==> config.mk <==
export PLATFORM = sky130hd
export DESIGN_NAME = mru_list_streamer_flat
export DESIGN_NICKNAME = d
export VERILOG_FILES = /design/src/rtl/mru_list_streamer_if.sv /design/src/rtl/mru_list_streamer.sv /design/src/flat_wrapper.sv
export SDC_FILE = /design/constraint.sdc
export NUM_CORES = 1
export LEC_CHECK = 0
export CORE_MARGIN = 4
export CORE_UTILIZATION = 40
export CTS_CLUSTER_DIAMETER = 150
export DETAILED_ROUTE_END_ITERATION = 16
export PLACE_DENSITY = 0.62
export SETUP_SLACK_MARGIN = 0.3
export SLEW_MARGIN = 20
export SYNTH_ARGS = -nofsm -noshare
export SYNTH_HDL_FRONTEND = slang
export SYNTH_SLANG_ARGS = --single-unit
==> constraint.sdc <==
create_clock -name clk_in -period 4.09 [get_ports clk_in]
set_input_delay 0.409 -clock clk_in [delete_from_list [all_inputs] [get_ports clk_in]]
set_output_delay 0.409 -clock clk_in [all_outputs]
set_load 0.005 [all_outputs]
==> src/rtl/mru_list_streamer_if.sv <==
// Beat channel from mru_list_streamer to its consumer: one list entry per
// valid/ready handshake.
interface mru_list_streamer_if #(
    parameter int unsigned DATA_W = 8
);
    logic [DATA_W-1:0] m_data_out;
    logic [1:0]        m_index_out;
    logic              m_last_out;
    logic              m_valid_out;
    logic              m_ready_in;

    modport master (
        output m_data_out,
        output m_index_out,
        output m_last_out,
        output m_valid_out,
        input  m_ready_in
    );

    modport slave (
        input  m_data_out,
        input  m_index_out,
        input  m_last_out,
        input  m_valid_out,
        output m_ready_in
    );
endinterface

==> src/rtl/mru_list_streamer.sv <==
// Watches a 4-entry MRU list and streams every changed list as one frame of
// its leading valid entries, newest first. Changes that land mid-frame merge.
module mru_list_streamer #(
    parameter int unsigned DATA_W = 8,
    parameter int unsigned CNT_W  = 8
) (
    input  logic                  clk_in,
    input  logic                  reset_n_in,
    input  logic [DATA_W-1:0]     in_0,
    input  logic [DATA_W-1:0]     in_1,
    input  logic [DATA_W-1:0]     in_2,
    input  logic [DATA_W-1:0]     in_3,
    input  logic                  in_valid_0,
    input  logic                  in_valid_1,
    input  logic                  in_valid_2,
    input  logic                  in_valid_3,
    input  logic                  enable_in,
    mru_list_streamer_if.master   m,
    output logic                  busy_out,
    output logic [CNT_W-1:0]      overrun_cnt_out
);

    typedef enum logic {IDLE, SEND} state_t;

    state_t            state_q, state_d;
    logic [DATA_W-1:0] cur_d    [4];
    logic [3:0]        cur_v;
    logic [DATA_W-1:0] shadow_d [4];
    logic [3:0]        shadow_v;
    logic [DATA_W-1:0] snap_d   [4];
    logic [2:0]        len_now, len_q;
    logic [1:0]        idx_q;
    logic              pending_q;
    logic [CNT_W-1:0]  cnt_q;
    logic              change_det, handshake, is_last, start;

    assign cur_d[0] = in_0;
    assign cur_d[1] = in_1;
    assign cur_d[2] = in_2;
    assign cur_d[3] = in_3;
    assign cur_v    = {in_valid_3, in_valid_2, in_valid_1, in_valid_0};

    // Data of an invalid slot is don't-care, so it never counts as a change.
    always_comb begin
        change_det = 1'b0;
        for (int unsigned i = 0; i < 4; i++) begin
            if ((cur_v[i] != shadow_v[i]) ||
                (cur_v[i] && shadow_v[i] && (cur_d[i] != shadow_d[i])))
                change_det = 1'b1;
        end
    end

    always_comb begin
        casez (cur_v)
            4'b???0: len_now = 3'd0;
            4'b??01: len_now = 3'd1;
            4'b?011: len_now = 3'd2;
            4'b0111: len_now = 3'd3;
            default: len_now = 3'd4;
        endcase
    end

    assign handshake = (state_q == SEND) && m.m_ready_in;
    assign is_last   = ({1'b0, idx_q} == (len_q - 3'd1));
    assign start     = enable_in && (pending_q || change_det) &&
                       ((state_q == IDLE) || (handshake && is_last));

    always_ff @(posedge clk_in or negedge reset_n_in) begin
        if (!reset_n_in) state_q <= IDLE;
        else             state_q <= state_d;
    end

    always_comb begin
        state_d = state_q;
        unique case (state_q)
            IDLE: if (start && (len_now != 3'd0)) state_d = SEND;
            SEND: if (handshake && is_last)
                      state_d = (start && (len_now != 3'd0)) ? SEND : IDLE;
            default: state_d = IDLE;
        endcase
    end

    always_comb begin
        m.m_valid_out = (state_q == SEND);
        m.m_data_out  = '0;
        m.m_index_out = '0;
        m.m_last_out  = 1'b0;
        if (state_q == SEND) begin
            m.m_data_out  = snap_d[idx_q];
            m.m_index_out = idx_q;
            m.m_last_out  = is_last;
        end
        busy_out = (state_q == SEND);
    end

    always_ff @(posedge clk_in or negedge reset_n_in) begin
        if (!reset_n_in) begin
            for (int unsigned i = 0; i < 4; i++) begin
                shadow_d[i] <= '0;
                snap_d[i]   <= '0;
            end
            shadow_v  <= '0;
            len_q     <= '0;
            idx_q     <= '0;
            pending_q <= 1'b0;
            cnt_q     <= '0;
        end else begin
            for (int unsigned i = 0; i < 4; i++) shadow_d[i] <= cur_d[i];
            shadow_v <= cur_v;
            if (start) begin
                for (int unsigned i = 0; i < 4; i++) snap_d[i] <= cur_d[i];
                len_q     <= len_now;
                idx_q     <= '0;
                pending_q <= 1'b0;
            end else begin
                if (handshake && !is_last) idx_q <= idx_q + 2'd1;
                if (change_det)            pending_q <= 1'b1;
            end
            if (change_det && pending_q && !start && (cnt_q != '1))
                cnt_q <= cnt_q + 1'b1;
        end
    end

    assign overrun_cnt_out = cnt_q;

endmodule

==> src/flat_wrapper.sv <==
// flat-port wrapper written by rule: the top's interface ports become plain ports
module mru_list_streamer_flat 
#(
    parameter int unsigned DATA_W = 8,
    parameter int unsigned CNT_W  = 8
)
  (clk_in, reset_n_in, in_0, in_1, in_2, in_3, in_valid_0, in_valid_1, in_valid_2, in_valid_3, enable_in, busy_out, overrun_cnt_out, m_m_data_out, m_m_index_out, m_m_last_out, m_m_valid_out, m_m_ready_in);
  mru_list_streamer_if #(.DATA_W(DATA_W)) m_i ();
  input  logic clk_in;
  input  logic reset_n_in;
  input  logic [DATA_W-1:0] in_0;
  input  logic [DATA_W-1:0] in_1;
  input  logic [DATA_W-1:0] in_2;
  input  logic [DATA_W-1:0] in_3;
  input  logic in_valid_0;
  input  logic in_valid_1;
  input  logic in_valid_2;
  input  logic in_valid_3;
  input  logic enable_in;
  output logic busy_out;
  output logic [CNT_W-1:0] overrun_cnt_out;
  output wire logic [$bits(m_i.m_data_out)-1:0] m_m_data_out;
  output wire logic [$bits(m_i.m_index_out)-1:0] m_m_index_out;
  output wire logic [$bits(m_i.m_last_out)-1:0] m_m_last_out;
  output wire logic [$bits(m_i.m_valid_out)-1:0] m_m_valid_out;
  input wire logic [$bits(m_i.m_ready_in)-1:0] m_m_ready_in;
  assign m_m_data_out = m_i.m_data_out;
  assign m_m_index_out = m_i.m_index_out;
  assign m_m_last_out = m_i.m_last_out;
  assign m_m_valid_out = m_i.m_valid_out;
  assign m_i.m_ready_in = m_m_ready_in;
  mru_list_streamer #(.DATA_W(DATA_W), .CNT_W(CNT_W)) u_core (.clk_in(clk_in), .reset_n_in(reset_n_in), .in_0(in_0), .in_1(in_1), .in_2(in_2), .in_3(in_3), .in_valid_0(in_valid_0), .in_valid_1(in_valid_1), .in_valid_2(in_valid_2), .in_valid_3(in_valid_3), .enable_in(enable_in), .m(m_i), .busy_out(busy_out), .overrun_cnt_out(overrun_cnt_out));
endmodule
==> flow_metrics.env <==
export IMPL_cp_arrival_ps=2360
export IMPL_post_drt_wl_per_cell_um=16.6
export IMPL_dr_total_vias=2141
export IMPL_comb_power_share=0.380
export IMPL_fin_util=0.526
export IMPL_nFillCells=763
export IMPL_finalHoldViolations=0
export IMPL_p_leak_uw=0.00199
export IMPL_hold_path_class="input port to asynchronous set/reset pin"
export IMPL_drc_errors=0
export IMPL_grt_max_degree=84
export IMPL_grt_usage=0.142
export IMPL_synth_fa_ha_area_frac=0.0204
export IMPL_path_clk_slew_ps=90
export IMPL_drt_first_pass_iters=4
export IMPL_postLayoutSetupSlackWorst_ps=1320
export IMPL_maxSlewViolCount=0
export IMPL_portBuffers=60
export IMPL_area_growth_pct=26.6
export IMPL_antenna_found_initial=0
export IMPL_layout_cells_non_filler=431
export IMPL_grt_first_pass_wirelength_um=12000
export IMPL_p_int_uw=2500
export IMPL_grt_remaining_overflow=0
export IMPL_setup_viol=0
export IMPL_synth_nets=298
export IMPL_finClkSkew_ps=8.29
export IMPL_cts_path_max_buffers=2
export IMPL_syn_avg_cell_area_um2=14.6
export IMPL_vias_per_cell=4.97
export IMPL_grt_pass1_vias=2261
export IMPL_initial_utilization=0.415
export IMPL_synth_cell_type_count=28
export IMPL_hold_buffers=0
export IMPL_cts_buffers=9
export IMPL_period_share=0.677
export IMPL_clock_latency_ps=350
export IMPL_die_h_um=104
export IMPL_dpl_cell_count=415
export IMPL_ant_nets=0
export IMPL_antenna_cells=0
export IMPL_peakVddDrop_mv=0.267
export IMPL_drt_iter0_markers=48
export IMPL_critPathMaxFanout=12
export IMPL_place_ws_ps=1010
export IMPL_ys_warn_count=0
export IMPL_power_density_nw_per_um2=737
export IMPL_post_cts_setup_buffers=0
export IMPL_layout_nets=364
export IMPL_drive_gt1_frac=0.204
export IMPL_crit_type="register to output port"
export IMPL_num_rows=34
export IMPL_yosys_area_share_simple=0.0834
export IMPL_dpl_hpwl_um=5230
export IMPL_final_cell_mix="83 x dfrtp_1, 59 x clkdlybuf4s50_1, 41 x xnor2_1, 25 x mux2_4, 14 x nand4_1"
export IMPL_io_pins=61
export IMPL_totalWireLength_um=7170
export IMPL_die_w_um=104
export IMPL_p_clk_frac=0.239
export IMPL_seq_power_share=0.381
export IMPL_cts_htree_levels=3
export IMPL_outcome="complete, no violations"
export IMPL_syn_cell_area_um2=3670
export IMPL_slew_headroom=0.517
export IMPL_cts_root_buf="clkbuf_8"
export IMPL_netlist_instances=252
export IMPL_required_ps=3680
export IMPL_critPathLaunchType="register"
export IMPL_worst_pin_slew_ps=724
export IMPL_die_area_um2=10800
export IMPL_end_kind="output port"
export IMPL_synth_top_family_by_area="multiplexers"
export IMPL_min_period_ps=2770
export IMPL_place_congestion=0.771
export IMPL_synth_xor_area_frac=0.102
export IMPL_ctsResizeCount=0
export IMPL_cts_tree="built"
export IMPL_setup_tns_ps=0
export IMPL_rsz0062_at_grt="no"
export IMPL_r2r_cells=7
export IMPL_clkSinkCount=83
export IMPL_ys_ff_latch=83
export IMPL_synth_compound_area_frac=0.0140
export IMPL_finalPower_uw=3430
export IMPL_swShare=0.272
export IMPL_coreArea_um2=8850
export IMPL_muxShareOfSynthArea=0.187
export IMPL_timing_fmax_ghz=0.361
export IMPL_final_common_cell="dfrtp_1"
export IMPL_ys_seq_area_frac=0.565
export IMPL_p_sw_uw=933
export IMPL_max_cap_violations=0
==> logic make-up after synthesis <==
group                      count (synthesis)
AOI/OAI and AO/OA                          8
xor gates and xnor gates                  43
adders and majority gates                  6
buffers and inverters                     14
DFF                                       83
muxes                                     45
and+or+nand+nor                           53
==> cell usage after synthesis <==
cell	count	area, µm²
nand3_4	1	17.5
and3_1	2	12.5
nand3_1	7	35.0
nor4_1	1	6.26
o21ai_1	5	25.0
ha_1	6	75.1
mux2_2	9	101
buf_2	1	5.00
dfrtp_1	83	2080
mux2_4	25	375
buf_8	1	15.0
and2_2	2	15.0
clkbuf_1	2	7.51
xor2_1	2	17.5
xnor2_1	41	359
nand4_1	14	87.6
and3_2	1	7.51
o21ai_0	2	10.0
o21ai_4	1	16.3
buf_4	1	7.51
mux2i_1	3	30.0
buf_12	2	40.0
nand2_1	8	30.0
nor3b_1	1	7.51
nor2_1	5	18.8
and2_1	11	68.8
mux4_2	8	180
inv_1	7	26.3
==> through the flow <==
stage / instance area, µm² / hold slack [ps]
final: 4650 / 88.9
after global routing: 4650 / 138
after CTS: 4650 / 259
after detailed placement: 4360 / 493
after global placement: 4360 / 488
after floorplan: 3670 / 113
==> power by group through the flow <==
stage / combinational [µW] / sequential, µW / clock (µW)
2_1_floorplan: 930 / 1210 / 0
3_3_place_gp: 1300 / 1310 / 0
3_5_place_dp: 1320 / 1320 / 0
4_1_cts: 1330 / 1310 / 841
5_1_grt: 1410 / 1350 / 866
6_report: 1300 / 1310 / 819
==> state kept, by name (all words and copies together), names as in the netlist <==
signal	cells
u_core.busy_out	1
u_core.idx_q	2
u_core.len_q	3
u_core.overrun_cnt_out	8
u_core.pending_q	1
u_core.shadow_d	32
u_core.shadow_v	4
u_core.snap_d	32
==> final cells by class <==
class	instances	area, µm²	share of cell area
Inverter	7	26.3	0.00565
Clock buffer	9	124	0.0266
Tap cell	108	135	0.0290
Sequential cell	83	2080	0.446
Timing Repair Buffer	62	629	0.135
Multi-Input combinational cell	155	1500	0.322
Clock inverter	7	164	0.0352
==> critical path: stages (launching register included) <==
cell,delay (ps)
dfrtp_1,810
mux4_2,580
and2_1,190
clkdlybuf4s50_1,450
==> path summary, 6_finish.rpt <==
check / start / to / slack, ps
setup / recovery: u_core.idx_q[0]$_DFFE_PN0P_ / m_m_data_out[5] / 1320
hold / removal: reset_n_in / u_core.shadow_d[16]$_DFF_PN0_ / 90
setup reg to reg: u_core.idx_q[0]$_DFFE_PN0P_ / u_core.snap_d[20]$_DFFE_PN0P_ / 1640
hold reg to reg: u_core.overrun_cnt_out[7]$_DFFE_PN0P_ / u_core.overrun_cnt_out[7]$_DFFE_PN0P_ / 500
max in group asynchronous: reset_n_in / u_core.shadow_d[1]$_DFF_PN0_ / 3510
min in group clk_in: u_core.overrun_cnt_out[7]$_DFFE_PN0P_ / u_core.overrun_cnt_out[7]$_DFFE_PN0P_ / 500
==> metal layers <==
metal | track usage | vias to the layer above | routed length, µm
li1 | - | 1007 | -
met1 | 0.188 | 1084 | 3320
met2 | 0.225 | 43 | 3460
met3 | 0.0466 | 7 | 335
met4 | 0.0399 | 0 | 57
met5 | 0 | - | 0
Power figures use the tool's default switching activity.
